## config.mk

```make
export PLATFORM = sky130hd
export DESIGN_NAME = core_ctrl
export DESIGN_NICKNAME = d
export VERILOG_FILES = /design/src/rtl/core_ctrl_pkg.sv /design/src/rtl/core_ctrl_addr_gen.sv /design/src/rtl/core_ctrl.sv
export SDC_FILE = /design/constraint.sdc
export NUM_CORES = 1
export LEC_CHECK = 0
export ABC_AREA = 1
export CORE_UTILIZATION = 54
export CTS_CLUSTER_DIAMETER = 40
export DETAILED_ROUTE_END_ITERATION = 8
export PLACE_DENSITY = 0.85
export SKIP_CTS_REPAIR_TIMING = 1
export SYNTH_ARGS = -nofsm -noshare
export SYNTH_HDL_FRONTEND = slang
export SYNTH_SLANG_ARGS = --single-unit
```

## constraint.sdc

```tcl
create_clock -name clk -period 3.7 [get_ports clk]
set_input_delay 0.555 -clock clk [delete_from_list [all_inputs] [get_ports clk]]
set_output_delay 0.555 -clock clk [all_outputs]
set_load 0.02 [all_outputs]
```

## src/rtl/core_ctrl_pkg.sv

```systemverilog
// rtl/core_ctrl_pkg.sv - shared states, instruction bit map and constants for core_ctrl
package core_ctrl_pkg;

  typedef enum logic [3:0] {
    IDLE,
    K_L0,
    K_PE,
    GAP,
    A_L0,
    EXEC,
    DRAIN,
    NEXT,
    DONE
  } state_t;

  localparam int INST_W = 35;
  localparam int ADDR_W = 11;

  localparam int B_BYPASS   = 34;
  localparam int B_ACC      = 33;
  localparam int B_CEN_P    = 32;
  localparam int B_WEN_P    = 31;
  localparam int B_AP_LSB   = 20;
  localparam int B_CEN_X    = 19;
  localparam int B_WEN_X    = 18;
  localparam int B_AX_LSB   = 7;
  localparam int B_OFIFO_RD = 6;
  localparam int B_IFIFO_WR = 5;
  localparam int B_IFIFO_RD = 4;
  localparam int B_L0_RD    = 3;
  localparam int B_L0_WR    = 2;
  localparam int B_EXEC     = 1;
  localparam int B_LOAD     = 0;

  localparam logic [INST_W-1:0] IDLE_WORD = (35'd1 << B_CEN_P) | (35'd1 << B_WEN_P) |
                                            (35'd1 << B_CEN_X) | (35'd1 << B_WEN_X);

  localparam logic [ADDR_W-1:0] W_BASE = 11'h400;
  localparam int GAP_CYCLES = 11;

endpackage

```

## src/rtl/core_ctrl_addr_gen.sv

```systemverilog
// rtl/core_ctrl_addr_gen.sv - 11-bit base + step address, step saturating at a hold value
module core_ctrl_addr_gen
  import core_ctrl_pkg::*;
(
  input  logic [ADDR_W-1:0] i_base,
  input  logic [ADDR_W-1:0] i_step,
  input  logic [ADDR_W-1:0] i_hold_at,
  output logic [ADDR_W-1:0] o_addr
);

  logic [ADDR_W-1:0] w_off;

  always_comb begin
    w_off  = (i_step > i_hold_at) ? i_hold_at : i_step;
    o_addr = i_base + w_off;
  end

endmodule

```

## src/rtl/core_ctrl.sv

```systemverilog
// rtl/core_ctrl.sv - kij-pass sequencer issuing registered core instruction words
// Optional CORE_CTRL_PRUNE_SKIP_EN adds prune_mask input to skip masked kij passes.
module core_ctrl
  import core_ctrl_pkg::*;
#(
  parameter int col      = 8,
  parameter int row      = 8,
  parameter int len_nij  = 36,
  parameter int len_onij = 16,
  parameter int len_kij  = 9
) (
  input  logic              clk,
  input  logic              reset,
  input  logic              start,
  input  logic              ofifo_valid,
`ifdef CORE_CTRL_PRUNE_SKIP_EN
  input  logic [len_kij-1:0] prune_mask,
`endif
  output logic [INST_W-1:0] inst,
  output logic              busy,
  output logic              done,
  output logic [3:0]        kij_idx
);

  localparam logic [15:0] C_KL0  = 16'(col);
  localparam logic [15:0] C_KPE  = 16'(col + row - 1);
  localparam logic [15:0] C_GAP  = 16'(GAP_CYCLES - 1);
  localparam logic [15:0] C_AL0  = 16'(len_nij);
  localparam logic [15:0] C_EXEC = 16'(row + col + len_nij - 1);
  localparam logic [15:0] C_DRN  = 16'(len_onij - 1);
  localparam logic [4:0]  C_NKIJ = 5'(len_kij);

  state_t              r_state;
  logic [15:0]         r_cnt;
  logic [3:0]          r_kij;
  logic [INST_W-1:0]   r_inst;
  logic                r_busy;
  logic                r_done;

  logic [INST_W-1:0]   w_inst;
  logic                w_last;
  state_t              w_succ;
  logic [4:0]          w_first;
  logic [4:0]          w_after;
  logic [ADDR_W-1:0]   w_xbase;
  logic [ADDR_W-1:0]   w_xhold;
  logic [ADDR_W-1:0]   w_ax;
  logic [ADDR_W-1:0]   w_pbase;
  logic [ADDR_W-1:0]   w_ap;

`ifdef CORE_CTRL_PRUNE_SKIP_EN
  function automatic logic [4:0] first_run(input logic [4:0] from,
                                           input logic [len_kij-1:0] mask);
    first_run = C_NKIJ;
    for (int k = 0; k < len_kij; k++) begin
      if (first_run == C_NKIJ && 5'(k) >= from && !mask[k]) first_run = 5'(k);
    end
  endfunction

  always_comb begin
    w_first = first_run(5'd0, prune_mask);
    w_after = first_run(5'(r_kij) + 5'd1, prune_mask);
  end
`else
  always_comb begin
    w_first = 5'd0;
    w_after = 5'(r_kij) + 5'd1;
  end
`endif

  always_comb begin
    w_xbase = (r_state == K_L0) ? W_BASE + 11'(r_kij) * 11'(col) : '0;
    w_xhold = (r_state == K_L0) ? 11'(col - 1) : 11'(len_nij - 1);
    w_pbase = 11'(r_kij) * 11'(len_onij);
  end

  core_ctrl_addr_gen u_xaddr (
    .i_base   (w_xbase),
    .i_step   (r_cnt[ADDR_W-1:0]),
    .i_hold_at(w_xhold),
    .o_addr   (w_ax)
  );

  core_ctrl_addr_gen u_paddr (
    .i_base   (w_pbase),
    .i_step   (r_cnt[ADDR_W-1:0]),
    .i_hold_at({ADDR_W{1'b1}}),
    .o_addr   (w_ap)
  );

  // End-of-phase detect for the linear phases; DRAIN only advances on accepted vectors.
  always_comb begin
    w_last = 1'b0;
    w_succ = r_state;
    case (r_state)
      K_L0:  begin w_last = (r_cnt == C_KL0);  w_succ = K_PE;  end
      K_PE:  begin w_last = (r_cnt == C_KPE);  w_succ = GAP;   end
      GAP:   begin w_last = (r_cnt == C_GAP);  w_succ = A_L0;  end
      A_L0:  begin w_last = (r_cnt == C_AL0);  w_succ = EXEC;  end
      EXEC:  begin w_last = (r_cnt == C_EXEC); w_succ = DRAIN; end
      DRAIN: begin w_last = ofifo_valid && (r_cnt == C_DRN); w_succ = NEXT; end
      default: ;
    endcase
  end

  always_comb begin
    w_inst = IDLE_WORD;
    case (r_state)
      K_L0: begin
        w_inst[B_CEN_X]              = 1'b0;
        w_inst[B_AX_LSB +: ADDR_W]   = w_ax;
        w_inst[B_L0_WR]              = (r_cnt != 16'd0);
      end
      K_PE: begin
        w_inst[B_LOAD]  = 1'b1;
        w_inst[B_L0_RD] = 1'b1;
      end
      A_L0: begin
        w_inst[B_CEN_X]              = (r_cnt == C_AL0);
        w_inst[B_AX_LSB +: ADDR_W]   = w_ax;
        w_inst[B_L0_WR]              = (r_cnt != 16'd0);
      end
      EXEC: begin
        w_inst[B_EXEC]  = 1'b1;
        w_inst[B_L0_RD] = 1'b1;
      end
      DRAIN: begin
        w_inst[B_BYPASS] = 1'b1;
        w_inst[B_ACC]    = 1'b0;
        if (ofifo_valid) begin
          w_inst[B_OFIFO_RD]         = 1'b1;
          w_inst[B_CEN_P]            = 1'b0;
          w_inst[B_WEN_P]            = 1'b0;
          w_inst[B_AP_LSB +: ADDR_W] = w_ap;
        end
      end
      default: ;
    endcase
  end

  always_ff @(posedge clk) begin
    if (reset) begin
      r_state <= IDLE;
      r_cnt   <= '0;
      r_kij   <= '0;
      r_inst  <= IDLE_WORD;
      r_busy  <= 1'b0;
      r_done  <= 1'b0;
    end else begin
      r_inst <= w_inst;
      r_done <= 1'b0;
      case (r_state)
        IDLE: begin
          if (start) begin
            r_cnt <= '0;
            if (w_first >= C_NKIJ) begin
              r_state <= DONE;
              r_done  <= 1'b1;
            end else begin
              r_kij   <= w_first[3:0];
              r_busy  <= 1'b1;
              r_state <= K_L0;
            end
          end
        end
        NEXT: begin
          r_cnt <= '0;
          if (w_after >= C_NKIJ) begin
            r_state <= DONE;
            r_done  <= 1'b1;
            r_busy  <= 1'b0;
          end else begin
            r_kij   <= w_after[3:0];
            r_state <= K_L0;
          end
        end
        DONE: begin
          r_state <= IDLE;
        end
        default: begin
          if (w_last) begin
            r_cnt   <= '0;
            r_state <= w_succ;
          end else if (r_state != DRAIN || ofifo_valid) begin
            r_cnt <= r_cnt + 16'd1;
          end
        end
      endcase
    end
  end

  assign inst    = r_inst;
  assign busy    = r_busy;
  assign done    = r_done;
  assign kij_idx = r_kij;

endmodule

```

======== Word level (Yosys, flattened, before mapping) ========
Index checks and enable logic that the tools add are counted.
operators by class
  magnitude comparators ................... 3
  muxes and demuxes ....................... 28
  $add $sub $neg .......................... 5
  reduce and logical (&&, ||, !) cells .... 18
  bitwise logic cells ..................... 5
  equal/unequal tests ..................... 17
operator list
  cell                                                   number
  equality test 16 x 4 -> 1 bit, second input constant   3
  2-to-1 mux 16 bit                                      3
  case mux 16 bit (3 select lines)                       1
  2-to-1 mux 11 bit                                      3
  equality test 16 x 6 -> 1 bit, second input constant   2
  case mux 4 bit (6 select lines)                        1
  2-to-1 mux 4 bit                                       5
  adder 16 x 1 -> 16 bit, second input constant          1
  equality test 4 x 3 -> 1 bit, second input constant    4
  nonzero test 16 bit                                    1
  2-to-1 mux 15 bit                                      1
  2-to-1 mux 13 bit                                      1
  case mux 4 bit (3 select lines)                        1
  AND reduction 3 bit                                    4
  adder 11 bit                                           1
  adder 11 x 7 -> 11 bit, first input constant           1
  adder 8 x 11 -> 11 bit                                 1
  greater-than comparator 11 bit, second input constant  1
  greater-than comparator 11 x 6 -> 1 bit                1
  OR reduction 2 bit                                     5
  nonzero test 9 bit                                     1
  equality test 4 x 2 -> 1 bit, second input constant    2
  case mux 4 bit (2 select lines)                        1
  nonzero test 4 bit                                     2
  16 further kinds                                       29
word-level totals
  logic and storage cells ................. 86
  bits in registers ....................... 61
  input bits .............................. 4
  output and inout port bits .............. 41

======== Logic depth before layout (Yosys ltp) ========
Gate-level depths: netlist of the first run.
  depth in word-level cells ............... 5
  mapped depth ............................ 18
  gate-level depth less buffers ........... 17

======== By module ========
From an unflattened synthesis of the first run, not the netlist that was laid out.
second synthesis, totals
  cell total of the unflattened synthesis .. 668
  area, all modules ....................... 4614.4 sq um
by module, submodules not included
  module                        instances  area each (sq um)  cells each  sequential area each (sq um)
  core_ctrl                     1          2612.5             366         1121.1
  core_ctrl_addr_gen (u_xaddr)  1          1022.2             154         0.0
  core_ctrl_addr_gen (u_paddr)  1          979.7              148         0.0

======== Worst setup path before layout of the first run ========
No wires, ideal clock.
  kind .................................... flip-flop to flip-flop
  from .................................... reg r_state[0]
  to ...................................... reg r_inst[13], in the netlist inst[13]
  arrival ................................. 2517 ps
  period minus slack after synthesis ...... 2587 ps
  stages on the path, launching flop included .. 19
  data required time ...................... 3630 ps
  buffers on the path ..................... 2
  slack ................................... 1113 ps
  setup time .............................. 70 ps
  path through ............................ dfxtp_1 > buf_4 > inv_2 > nor2_2 > nand2_1 > buf_2 > ha_1 > nand2_1 > nor2_1 > o21ai_0 > o2111ai_1 > nand2_1 > inv_1 > nor2_1 > ha_1 > a21o_1 > a21oi_1 > o21ai_0 > a21oi_1
on the way
  word-level cells in the longest chain between the ends .. 5
  elaborated cells on any way between the ends .. 10
  classes of those cells .................. 1 x add/sub; 1 x order compare; 2 x eq/ne; 3 x mux; 1 x bitwise; 2 x reduce/logical
RTL lines
  element                                  RTL line                                            source
  start, declared                          core_ctrl.sv:33                                     state_t r_state;
  start signal, assigned                   core_ctrl.sv:183                                    r_state <= w_succ;
  equality test 4 x 1 -> 1 bit             core_ctrl.sv:72, core_ctrl.sv:73, core_ctrl.sv:108
  2-to-1 mux 6 bit                         core_ctrl.sv:73                                     w_xhold = (r_state == K_L0) ? 11'(col - 1) : 11'(len_nij - 1);
  greater-than comparator 11 x 6 -> 1 bit  core_ctrl_addr_gen.sv:14                            w_off = (i_step > i_hold_at) ? i_hold_at : i_step;
  2-to-1 mux 11 bit                        core_ctrl_addr_gen.sv:14
  adder 11 bit                             core_ctrl_addr_gen.sv:15                            o_addr = i_base + w_off;
  end signal, assigned                     core_ctrl.sv:150                                    r_inst <= w_inst;
  end, declared                            core_ctrl.sv:36                                     logic [INST_W-1:0] r_inst;
Several ways; a longest one is shown, not always the timed one.
A chain may end at the register's enable or synchronous reset.

======== Final worst setup path of the first run ========
Same ends and word-level chain as after synthesis.

==> results.md, run 1 <==
- The power per cell area is 583 nW/um2.
- The share of synthesized area in the top cell type comes to 0.380.
- On the final layout, the worst clock skew is 0.00835 ns.
- The origin of the worst min-delay path is r_cnt[14].
- The detailed router finished its first iteration with 204 violations.
- In this run the deepest clock path goes through 2 buffers.
- The share of cells above drive strength 1 is 0.0884.
- At the worst endpoint, the required time is 3.94 ns.
- The routability congestion estimate is 0.913.
- The biggest area consumer among synthesized cells is sky130_fd_sc_hd__dfxtp_1.
- The detailed-route via count is 2,690.
- In this run the clock root is driven by a sky130_fd_sc_hd__clkbuf_8.
- The capturing element type of the critical path is a register.
- In this design, the critical path's most frequently occurring cell is sky130_fd_sc_hd__nand2_1.
- The critical register-to-register path startpoint is r_state[0].
- The wire length per cell after detailed routing is 12.4 um.
- The number of diodes added for antenna fixing is 0.
- The number of cells on the worst reg-to-reg path is 16.
- The clock net sink count is 56.
- Counting every instance in the synthesized netlist gives 407.
- The number of warnings issued by yosys is 0.
- The remaining max-slew budget at the tightest pin is 0.587.
- Counting instances, the worst hold path has a depth of 2.
- The die covers 5770 um2.
- For this run the aggregate overflow at the end of global routing stands at 0.
- At the worst endpoint, the arrival time is 3.31 ns.
- The routed design could run at a clock period as short as 3.07 ns.
- The part of the cycle the worst path needs is 0.830.
- The total routing resource utilization after global routing is 0.236.
- Based on the critical path, the design can be clocked at up to 0.326 GHz.
- The number of global-route vias before repair came to 2,436.
- The detailed-route wire length is 6.34 mm.
- The fill cell total of the finished layout is 444.
- In the routed design, unresolved DRC markers number 0.
- Measured on the finished design, the core utilization comes to 0.668.
- The endpoint identified for the worst register-to-register timing path is inst[13].
- The count of nets after finishing is 459.
- Setup repair after global routing left no endpoint under its margin.
- The vertical die dimension is 75.9 um.
- The worst setup slack after layout is 0.630 ns.
- The I/O pin count is 45.
- The H-tree level count is 2.
- The final count of hold timing violations is 0.
- The standby leakage power is 0.00143 uW.
- The via count normalized by instance count is 5.26.
- Relative to the synthesized area, the layout overhead comes to 17.1%.
- Summed over all failing endpoints, the final setup total negative slack is 0 ns.
- The chip width is 75.9 um.
- For this run, the register share of the synthesized area comes to 0.380.
- The cell type of the slowest stage on the worst timing path is sky130_fd_sc_hd__dfxtp_1.
- The count of buffering cells on the critical path with inverters included is 2.
- IR analysis of the VDD net gives a maximum drop of 0.000455 V.
- Walking the worst path, the cells encountered are inv_2 -> nor2_2 -> nand2_1 -> ha_1 -> nand2_1 -> nor2_1 -> o21ai_0 -> o2111ai_1 -> nand2_1 -> inv_1 -> nor2_1 -> ha_1 -> a21o_1 -> a21oi_1 -> o21ai_0 -> a21oi_1.
- The largest driver fanout on the critical path is 12.
- After clock tree synthesis, the clock-pin slew on the worst setup and hold paths is 0.10 ns.
- The CTS tree is built.
- The starting utilization of the core area is 0.571.
- The initial antenna violation count came to 0.
- The run finished with clean final reports.
- The pin count of the biggest net entering global routing is 23.
- Before CTS, the worst setup slack after placement is 0.704 ns.
- The wire-length estimate of the detail-placed layout is 4.74 mm.
- The floorplan step defined a core boundary enclosing 5170 um2.
- The worst setup path is of the reg -> reg kind.
- The first global-routing pass estimated 11.1 mm of wire.
- The worst setup slack for register-to-register paths is 0.63 ns.
- The mapped netlist covers 2950 um2.
- STA classifies the critical path startpoint as a register.
- The delay of the slowest cell on the worst path is 0.50 ns.
- The actual slew at the worst max-slew pin is 0.618 ns.
- The count of pins over their slew limit is 0.
- The number of cell rows is 26.
- The netlist uses 36 different library cells.
- The tightest min-delay check is of the reg -> reg type.
- The tool flagged a number of max-cap violations equal to 0.
- The final count of negative-setup-slack endpoints is 0.
- The number of buffers created by CTS is 5.
- The insertion delay of the later-clocked pin in the worst-skew pair is 0.32 ns.
- After synthesis, the mean cell area works out to 7.25 um2.
- The number of synthesized register bits is 56.
- The first TritonRoute pass finished after 5 iterations.
- By area the synthesized netlist is led by sky130_fd_sc_hd__dfxtp_1, sky130_fd_sc_hd__nand2_1, sky130_fd_sc_hd__a21oi_1.
- The worst hold path terminates at r_cnt[14].
- In this run the remaining antenna-violating nets after routing total 0.
- In this run the tool buffered the top-level ports with 40 buffer cells.
- The dominant delay contributor by cell family on the critical path is compound AO/OA/AOI/OAI gates.
## how the worst max path moves through the flow
stage	from	end	depth (start not counted)
2_1_floorplan	r_state[0]	inst[13]	18
3_3_place_gp	r_state[0]	inst[13]	16
3_5_place_dp	r_state[0]	inst[13]	16
4_1_cts	r_state[0]	inst[13]	16
5_1_grt	r_state[0]	inst[13]	16
6_report	r_state[0]	inst[13]	16
## power by group
part / switching (uW) / leakage [uW] / internal (uW) / total, uW
Combinational: 581 / 0.000919 / 272 / 853
Sequential: 81.9 / 0.000455 / 686 / 768
Clock: 195 / 0.0000552 / 201 / 396
## area by class of cell
class / count / area (um2) / share of cell area
sequential: 56 / 1120 / 0.324
multi-input combinational: 284 / 1540 / 0.445
clock buffer: 6 / 72.6 / 0.0210
clock inverter: 2 / 35.0 / 0.0101
tap: 70 / 87.6 / 0.0253
timing repair buffer: 41 / 408 / 0.118
inverter: 52 / 195 / 0.0565
## flip-flops by register name, summed over array words and instances (netlist names)
| signal | flops |
|---|---|
| r_cnt | 16 |
| inst | 30 |
| kij_idx | 4 |
| r_state | 4 |
| busy | 1 |
| done | 1 |
## kinds of logic after synthesis
kind of cell,after synthesis,share of synthesized area
buffers and inverters,72,0.106
AND/OR/NAND/NOR,178,0.279
flip-flops,56,0.380
XOR/XNOR,11,0.0326
other,2,0.00254
AO/OA/AOI/OAI,73,0.132
adder cells (fa/ha/maj),15,0.0687
## per-layer routing
metal  track usage  vias up  part of all wire
met4        0.0885        0             0.024
li1              -     1357                 -
met1         0.302     1208              0.44
met5             0        -                 0
met3        0.0470       21             0.064
met2         0.394      104              0.47
## synth_stat cells
| master | number |
|---|---|
| sky130_fd_sc_hd__conb_1 | 2 |
| sky130_fd_sc_hd__buf_2 | 5 |
| sky130_fd_sc_hd__o21a_1 | 1 |
| sky130_fd_sc_hd__dfxtp_1 | 56 |
| sky130_fd_sc_hd__nand2_4 | 1 |
| sky130_fd_sc_hd__inv_2 | 6 |
| sky130_fd_sc_hd__clkbuf_1 | 6 |
| sky130_fd_sc_hd__a21oi_1 | 41 |
| sky130_fd_sc_hd__a31oi_1 | 2 |
| sky130_fd_sc_hd__nor2_4 | 3 |
| sky130_fd_sc_hd__nand2_1 | 67 |
| sky130_fd_sc_hd__o21ai_0 | 22 |
| sky130_fd_sc_hd__inv_1 | 46 |
| sky130_fd_sc_hd__nor2_2 | 10 |
| sky130_fd_sc_hd__clkbuf_2 | 1 |
| sky130_fd_sc_hd__o211ai_1 | 2 |
| sky130_fd_sc_hd__o2111ai_1 | 1 |
| sky130_fd_sc_hd__nor2_1 | 52 |
| sky130_fd_sc_hd__fa_1 | 2 |
| sky130_fd_sc_hd__o311a_1 | 1 |
| sky130_fd_sc_hd__a21o_1 | 2 |
| sky130_fd_sc_hd__and2_1 | 1 |
| sky130_fd_sc_hd__nand3_1 | 16 |
| sky130_fd_sc_hd__nor3_1 | 6 |
| sky130_fd_sc_hd__buf_6 | 1 |
| sky130_fd_sc_hd__xnor2_1 | 1 |
| sky130_fd_sc_hd__o21ai_1 | 1 |
| sky130_fd_sc_hd__nor3_2 | 1 |
| sky130_fd_sc_hd__nand3_2 | 2 |
| sky130_fd_sc_hd__or2_2 | 2 |
| sky130_fd_sc_hd__nand2_2 | 6 |
| sky130_fd_sc_hd__buf_4 | 7 |
| sky130_fd_sc_hd__xor2_1 | 10 |
| sky130_fd_sc_hd__nand3b_1 | 3 |
| sky130_fd_sc_hd__ha_1 | 13 |
| sky130_fd_sc_hd__nand4_1 | 8 |
## through the flow
step | cell area, um2 | power (uW) | instances | hold WS, ns
finish | 3460 | 2020 | 511 | 0.500
global route | 3460 | 2160 | 511 | 0.536
CTS | 3460 | 2000 | 511 | 0.503
detailed placement | 3350 | 1610 | 503 | 0.488
global placement | 3350 | 1590 | 503 | 0.481
floorplan | 2970 | 1400 | 412 | 0.469
## layout by cell type, fill, tap and decap left out, drive strengths merged
cell type / netlist / final
o21ai: 23 / 23
nand3b: 3 / 3
a21o: 2 / 2
dfxtp: 56 / 56
clkbuf: 7 / 6
and2: 1 / 1
clkdlybuf4s50: 0 / 40
or2: 2 / 2
o211ai: 2 / 2
clkinv: 0 / 1
nor2: 65 / 65
bufinv: 0 / 1
fa: 2 / 2
ha: 13 / 13
nand2: 74 / 74
conb: 2 / 7
a21oi: 41 / 41
buf: 13 / 1
xor2: 10 / 10
nand4: 8 / 8
xnor2: 1 / 1
inv: 52 / 52
nand3: 18 / 18
nor3: 7 / 7
o2111ai: 1 / 1
o21a: 1 / 1
a31oi: 2 / 2
o311a: 1 / 1
## worst register-to-register path, cell delays in order (launching register included)
cell and delay [ns]:
sky130_fd_sc_hd__dfxtp_1 0.50, sky130_fd_sc_hd__inv_2 0.08, sky130_fd_sc_hd__nor2_2 0.11, sky130_fd_sc_hd__nand2_1 0.24
sky130_fd_sc_hd__ha_1 0.38, sky130_fd_sc_hd__nand2_1 0.08, sky130_fd_sc_hd__nor2_1 0.04, sky130_fd_sc_hd__o21ai_0 0.15
sky130_fd_sc_hd__o2111ai_1 0.16, sky130_fd_sc_hd__nand2_1 0.15, sky130_fd_sc_hd__inv_1 0.06, sky130_fd_sc_hd__nor2_1 0.20
sky130_fd_sc_hd__ha_1 0.27, sky130_fd_sc_hd__a21o_1 0.15, sky130_fd_sc_hd__a21oi_1 0.17, sky130_fd_sc_hd__o21ai_0 0.11
sky130_fd_sc_hd__a21oi_1 0.15
Note: power is estimated with default switching activity, not from simulation.
==> run 2, diff against run 1 <==
Clock period 3.7 ns to 3 ns, I/O delays scaled along.
==> run 2 against run 1 <==
  * Sequential power rose by 23%
  * Worst hold slack improved by 0.0081 ns
  * Clock skew barely moved
  * Critical path depth rose by 1
  * Critical path type unchanged
  * Highest routed layer unchanged
  * Count of clock-buffer cells in the layout fell by 1
  * Critical endpoint unchanged
  * Routed wire length fell by 0.14%
  * Total power rose by 24%
  * Clock power rose by 22%
==> results.md, run 2 (synthesis gave the netlist of run 1 again) <==
- The run finished with clean final reports.
- Across every metal layer, demand over resource in global routing totals 0.232.
- From synthesis to final layout, the design area changed by 17.6%.
- The clock tree root driver cell is sky130_fd_sc_hd__clkbuf_8.
- The detailed router's first-iteration violation count is 296.
- The detailed-route via count is 2,701.
- For this block, wires on met1 add up to 2.78 mm.
- Internal power comes to 1440 uW.
- Measured along the y axis, the die boundary spans 75.9 um.
- The core box area is 5170 um2.
- Clock latency on the worst-skew pair, taken at its later pin, is 0.31 ns.
- The tree built by TritonCTS fans out to 56 sinks.
- The I/O pin count is 45.
- Before antenna repair, the detailed router went through 6 iterations.
- The critical path in this run is classified as reg -> reg.
- The power per cell area is 719 nW/um2.
- The pin count of the biggest net entering global routing is 23.
- At the worst endpoint, the arrival time is 2.91 ns.
- The worst setup slack for register-to-register paths is 0.33 ns.
- The wire length per cell after detailed routing is 12.4 um.
- The chip width is 75.9 um.
- The portion of total power attributed to combinational logic is 0.426.
- The via count normalized by instance count is 5.28.
- After clock tree synthesis, the clock-pin slew on the worst setup and hold paths is 0.09 ns.
- The full die area is 5770 um2.
- The share of cells above drive strength 1 is 0.0973.
- Max-cap violations in this run came to 0.
- The starting utilization of the core area is 0.571.
- Of the total power, the share spent switching nets is 0.425.
- After detailed routing, the met2 layer carries 2.92 mm of wire.
- The register with the most flip-flops in the layout has 30 of them.
- The post-layout instance area is 3470 um2.
- The final critical-path required period is 2.67 ns.
- For this run the aggregate overflow at the end of global routing stands at 0.
- The number of global-route vias before repair is 2,375.
- For the final database, setup skew stands at 0.00785 ns.
- Tracing the worst setup path back leads to its startpoint at r_state[2].
- The switching power summed over all nets is 1060 uW.
- The first global-routing pass estimated 10.9 mm of wire.
- The critical register-to-register path startpoint is r_state[2].
- In this run the worst setup path terminates at inst[13].
- The proportion of power drawn by the clock network is 0.194.
- The standby leakage power is 0.00143 uW.
- Of all nets on the critical path, the largest fanout is 5.
- TritonCTS built the clock tree.
- In this run the number of H-tree levels came out at 2.
- The worst-case IR drop observed on VDD is 0.000427 V.
- The number of cell rows is 26.
- The worst hold path begins at r_cnt[14].
- At the pin with the least slew margin, the transition time is 0.623 ns.
- The part of the cycle the worst path needs is 0.889.
- The final count of hold timing violations is 0.
- The depth of the worst register-to-register path is 17.
- The final cell count without fillers is 512.
- Setup repair after global routing left no endpoint under its margin.
- No sink is reached through more buffers than the 2 on the longest clock path.
- The count of pins over their slew limit is 0.
- The routed design has 6.33 mm of wire.
- The worst setup path is captured at a register.
- Headroom to the max-slew limit came out at 0.584.
- The congestion estimate from routability-driven global placement came to 0.915.
- Of the total power, registers draw 0.379.
- The placed instances occupy a cell area of 3360 um2.
- The commonest non-fill, non-tap cell in the layout is sky130_fd_sc_hd__nand2_1.
- The detail route stage leaves a number of antenna-violating nets equal to 0.
- The initial antenna violation count is 0.
- Once placement completed, the tool counted placed cells totaling 504.
- Buffers placed on the I/O ports in this run total 40.
- The critical path required time is 3.24 ns.
- Detailed placement ended at an HPWL of 4.56 mm.
- In the routed design, unresolved DRC markers number 0.
- The hold path depth is 2.
- The repair_antennas step left the layout with diodes totalling 0.
- The total negative slack for setup checks is 0 ns.
- STA classifies the critical path startpoint as a register.
- The worst register-to-register path ends at inst[13].
- The top cell types in the final layout, fill and taps aside, are sky130_fd_sc_hd__nand2_1, sky130_fd_sc_hd__dfxtp_1, sky130_fd_sc_hd__nor2_1.
- Power comes to 2500 uW.
- The count of nets after finishing is 460.
- In this run, CTS created clock tree buffers numbering 5.
- Setup violations remaining at the end of the flow were counted as 0.
- The tightest min-delay check is of the reg -> reg type.
- The met3 wirelength from detailed routing is 427 um.
- The highest achievable clock rate is 0.375 GHz.
- Signal routing reaches up to met4.
- The final cell utilization of the core is 0.671.
[run 2: cell types whose count changed in the layout (fill, tap and decap cells not counted)]
cell | previous run | this run
sky130_fd_sc_hd__clkinvlp_4 | 0 | 1
sky130_fd_sc_hd__nor2_1 | 52 | 51
sky130_fd_sc_hd__clkbuf_1 | 1 | 0
sky130_fd_sc_hd__dfxtp_2 | 0 | 1
sky130_fd_sc_hd__dfxtp_1 | 56 | 55
sky130_fd_sc_hd__nor2_2 | 10 | 11
sky130_fd_sc_hd__buf_4 | 1 | 2
[run 2: metrics by stage]
stage | worst slack [ns] | hold slack, ns
final | 0.332 | 0.508
after global routing | 0.0445 | 0.529
after CTS | 0.218 | 0.511
after detailed placement | 0.245 | 0.496
after global placement | 0.411 | 0.481
after floorplan | 0.413 | 0.469
[run 2: area by class of cell]
class	instances	area, um2
well taps	70	87.6
clock inverters	3	42.5
inverters	52	195
repair buffers	42	415
fillers	436	1700
clock buffers	5	68.8
multi-input cells	284	1540
flip-flops and latches	56	1120
[run 2: worst min-delay path by stage]
| stage | to | slack, ns |
|---|---|---|
| after global routing | r_cnt[14] | 0.53 |
| after floorplan | r_cnt[14] | 0.47 |
| final | r_cnt[14] | 0.51 |
| after detailed placement | r_cnt[14] | 0.50 |
| after global placement | r_cnt[14] | 0.48 |
| after CTS | r_cnt[14] | 0.51 |
[run 2: power by group through the flow]
stage	Sequential [uW]	Combinational [uW]	Clock, uW
5_1_grt	962	1190	534
2_1_floorplan	982	743	0
3_3_place_gp	955	1020	0
3_5_place_dp	960	1030	0
6_report	948	1060	485
4_1_cts	942	1050	493
[run 2: layer usage]
metal  track usage  vias to the layer above
met5             0                        -
met4        0.0962                        0
met3        0.0446                       24
met2         0.367                      118
met1         0.309                     1201
li1              -                     1358
[run 2: critical path, cell delays in order (launching register included)]
cell	delay, ns
sky130_fd_sc_hd__dfxtp_1	0.34
sky130_fd_sc_hd__inv_1	0.13
sky130_fd_sc_hd__nand2_1	0.10
sky130_fd_sc_hd__inv_1	0.06
sky130_fd_sc_hd__nand2_1	0.07
sky130_fd_sc_hd__ha_1	0.30
sky130_fd_sc_hd__nand2_1	0.07
sky130_fd_sc_hd__nor2_1	0.04
sky130_fd_sc_hd__o21ai_0	0.15
sky130_fd_sc_hd__o2111ai_1	0.16
sky130_fd_sc_hd__nand2_1	0.15
sky130_fd_sc_hd__inv_1	0.08
sky130_fd_sc_hd__nor2_2	0.15
sky130_fd_sc_hd__ha_1	0.26
sky130_fd_sc_hd__a21o_1	0.16
sky130_fd_sc_hd__a21oi_1	0.16
sky130_fd_sc_hd__o21ai_0	0.10
sky130_fd_sc_hd__a21oi_1	0.13
==> run 3, diff against run 2 <==
Settings changed: CORE_MARGIN set to 2.
==> run 3 against run 2 <==
  * Die area increased by 5.3%
  * Global-route usage decreased by 0.10 points
  * Final area increased by 0.14%
  * Critical path type unchanged
  * Largest power group unchanged
  * Highest routed layer unchanged
==> results.md, run 3 (synthesis gave the netlist of run 1 again) <==
- The part of the cycle the worst path needs is 0.891.
- The origin of the worst min-delay path is r_cnt[14].
- The final count of hold timing violations came to 0.
- In this run the standard cell core region covers 5200 um2.
- In the final layout, the multi-input gates occupy 1540 um2.
- The number of global-route vias before repair is 2,426.
- For this run, the number of standard cells in the final layout without fillers is 513.
- The tool flagged a number of max-cap violations equal to 0.
- The path with the worst hold slack has its endpoint at r_cnt[14].
- The sequential cells in the finished layout cover a total of 1120 um2.
- The worst setup slack for register-to-register paths is 0.33 ns.
- STA classifies the critical path startpoint as a register.
- The relative area change from synthesis to final layout is 17.8%.
- The filler cells instantiated in the layout total 471.
- The initial antenna violation count is 0.
- In this run the remaining antenna-violating nets after routing total 0.
- The number of flip-flops under the largest register name is 30.
- Setup repair after global routing left no endpoint under its margin.
- The total routing resource utilization after global routing is 0.231.
- For this design, the sink count on the clock tree is 56.
- The number of cell rows is 26.
- The cell sitting at the root of the clock tree is a sky130_fd_sc_hd__clkbuf_8.
- The remaining max-slew budget at the tightest pin is 0.572.
- The length of the first detailed-routing pass in iterations is 7.
- The critical path starts at r_state[2].
- The pin count of the biggest net entering global routing is 23.
- At the end of the flow, the number of nets in the layout was 461.
- Summed over all layers, the global routing overflow is 0.
- Once placement completed, the tool counted placed cells totaling 505.
- STA classifies the critical path endpoint as a register.
- The insertion delay of the later-clocked pin in the worst-skew pair is 0.31 ns.
- The highest achievable clock rate is 0.374 GHz.
- The final critical-path required period is 2.67 ns.
- After legalization and detailed placement, the total HPWL measured 4.85 mm.
- In this run the critical register-to-register path is launched from r_state[2].
- Setup violations remaining at the end of the flow were counted as 0.
- The via count normalized by instance count is 5.25.
- The standby leakage power is 0.00144 uW.
- The vertical die dimension is 77.9 um.
- The residual DRC count is 0.
- The worst hold path passes through 2 cells.
- Input and output buffers added on the ports amount to 40.
- The first global-routing pass estimated 11.4 mm of wire.
- The number of diodes added for antenna fixing is 0.
- After routing, the total negative slack on setup checks comes to 0 ns.
- The detailed-route wire length is 6.46 mm.
- The path type of the worst min-delay path is reg -> reg.
- The critical path required time is 3.24 ns.
- The detailed-route via count is 2,692.
- The maximum clock path buffer count is 2.
- The maximum vdd ir drop is 0.000535 V.
- TritonCTS built the clock tree.
- Dividing the detail-routed wire length by the instance count gives 12.6 um.
- The critical path is of the reg -> reg type.
- The top cell types in the final layout, fill and taps aside, are sky130_fd_sc_hd__nand2_1, sky130_fd_sc_hd__dfxtp_1, sky130_fd_sc_hd__nor2_1.
- Routability-driven placement finished with a final weighted congestion of 0.900.
- For the pin with the worst max-slew slack, the measured transition is 0.641 ns.
- The endpoint of the worst register-to-register path is inst[13].
- The H-tree level count is 2.
- Leaving out fill and tap cells, the most frequent cell in the layout is sky130_fd_sc_hd__nand2_1.
- In this run the worst path has a maximum fanout of 5.
- At the worst endpoint, the arrival time is 2.92 ns.
- Measured in cells, the most critical reg-to-reg path has a length of 17.
- In this run, CTS created clock tree buffers numbering 5.
- After clock tree synthesis, the clock-pin slew on the worst setup and hold paths is 0.10 ns.
- The count of pins over their slew limit was 0.
- The share of cells above drive strength 1 is 0.0971.
- The initial utilization of the core area, before any placement, comes to 0.567.
- The detailed router's first-iteration violation count is 188.
- Pin placement for this block handled 45 I/O pins.
- The power per cell area is 716 nW/um2.
- The run finished with clean final reports.
- Between clock sinks in the finished design, the worst skew comes to 0.00681 ns.
- The chip width is 77.9 um.
- The full die area is 6070 um2.
==> run 3: cell count changes in the layout (fill, tap and decap cells not counted) <==
| cell | change |
|---|---|
| sky130_fd_sc_hd__buf_4 | +1 |
| sky130_fd_sc_hd__nor2_1 | +1 |
| sky130_fd_sc_hd__nor2_2 | -1 |
==> run 3: stage by stage <==
| stage | power, uW | util | area [um2] | setup slack (ns) | hold slack (ns) |
|---|---|---|---|---|---|
| after floorplan | 1720 | - | 2970 | 0.413 | 0.469 |
| after global placement | 1980 | 0.646 | 3360 | 0.394 | 0.482 |
| after detailed placement | 1990 | 0.646 | 3360 | 0.299 | 0.492 |
| after CTS | 2490 | 0.668 | 3480 | 0.270 | 0.506 |
| after global routing | 2680 | 0.668 | 3480 | 0.0160 | 0.531 |
| final | 2490 | 0.668 | 3480 | 0.326 | 0.506 |
==> run 3: final cells by class <==
cell class              instances  share of cell area
clock buffers                   5              0.0198
clock inverters                 3              0.0122
inverters                      52              0.0561
multi-input cells             284               0.442
flip-flops and latches         56               0.323
well taps                      70              0.0252
repair buffers                 43               0.122
==> run 3: per-layer routing <==
| metal | wire, um | vias up | track usage |
|---|---|---|---|
| met2 | 3020 | 98 | 0.384 |
| li1 | - | 1358 | - |
| met4 | 112 | 0 | 0.0649 |
| met1 | 3010 | 1225 | 0.310 |
| met5 | 0 | - | 0 |
| met3 | 314 | 11 | 0.0384 |
==> run 3: worst max-delay path, cell delays in order (launching register included) <==
cell                        delay, ns
sky130_fd_sc_hd__dfxtp_1         0.34
sky130_fd_sc_hd__inv_1           0.13
sky130_fd_sc_hd__nand2_1         0.10
sky130_fd_sc_hd__inv_1           0.06
sky130_fd_sc_hd__nand2_1         0.06
sky130_fd_sc_hd__ha_1            0.29
sky130_fd_sc_hd__nand2_1         0.07
sky130_fd_sc_hd__nor2_1          0.04
sky130_fd_sc_hd__o21ai_0         0.17
sky130_fd_sc_hd__o2111ai_1       0.16
sky130_fd_sc_hd__nand2_1         0.15
sky130_fd_sc_hd__inv_1           0.07
sky130_fd_sc_hd__nor2_1          0.19
sky130_fd_sc_hd__ha_1            0.27
sky130_fd_sc_hd__a21o_1          0.15
sky130_fd_sc_hd__a21oi_1         0.15
sky130_fd_sc_hd__o21ai_0         0.09
sky130_fd_sc_hd__a21oi_1         0.12
==> run 3: how the worst max path moves through the flow <==
stage	slack (ns)	to
global placement	0.39	inst[13]
finish	0.33	inst[13]
detailed placement	0.30	inst[13]
CTS	0.27	inst[13]
floorplan	0.41	inst[13]
global route	0.02	inst[13]
==> run 3: power breakdown <==
group / switching (uW) / leakage [uW] / internal (uW)
clock network: 238 / 0.0000541 / 247
logic: 714 / 0.000929 / 342
registers: 101 / 0.000455 / 847
total: 1050 / 0.00144 / 1440
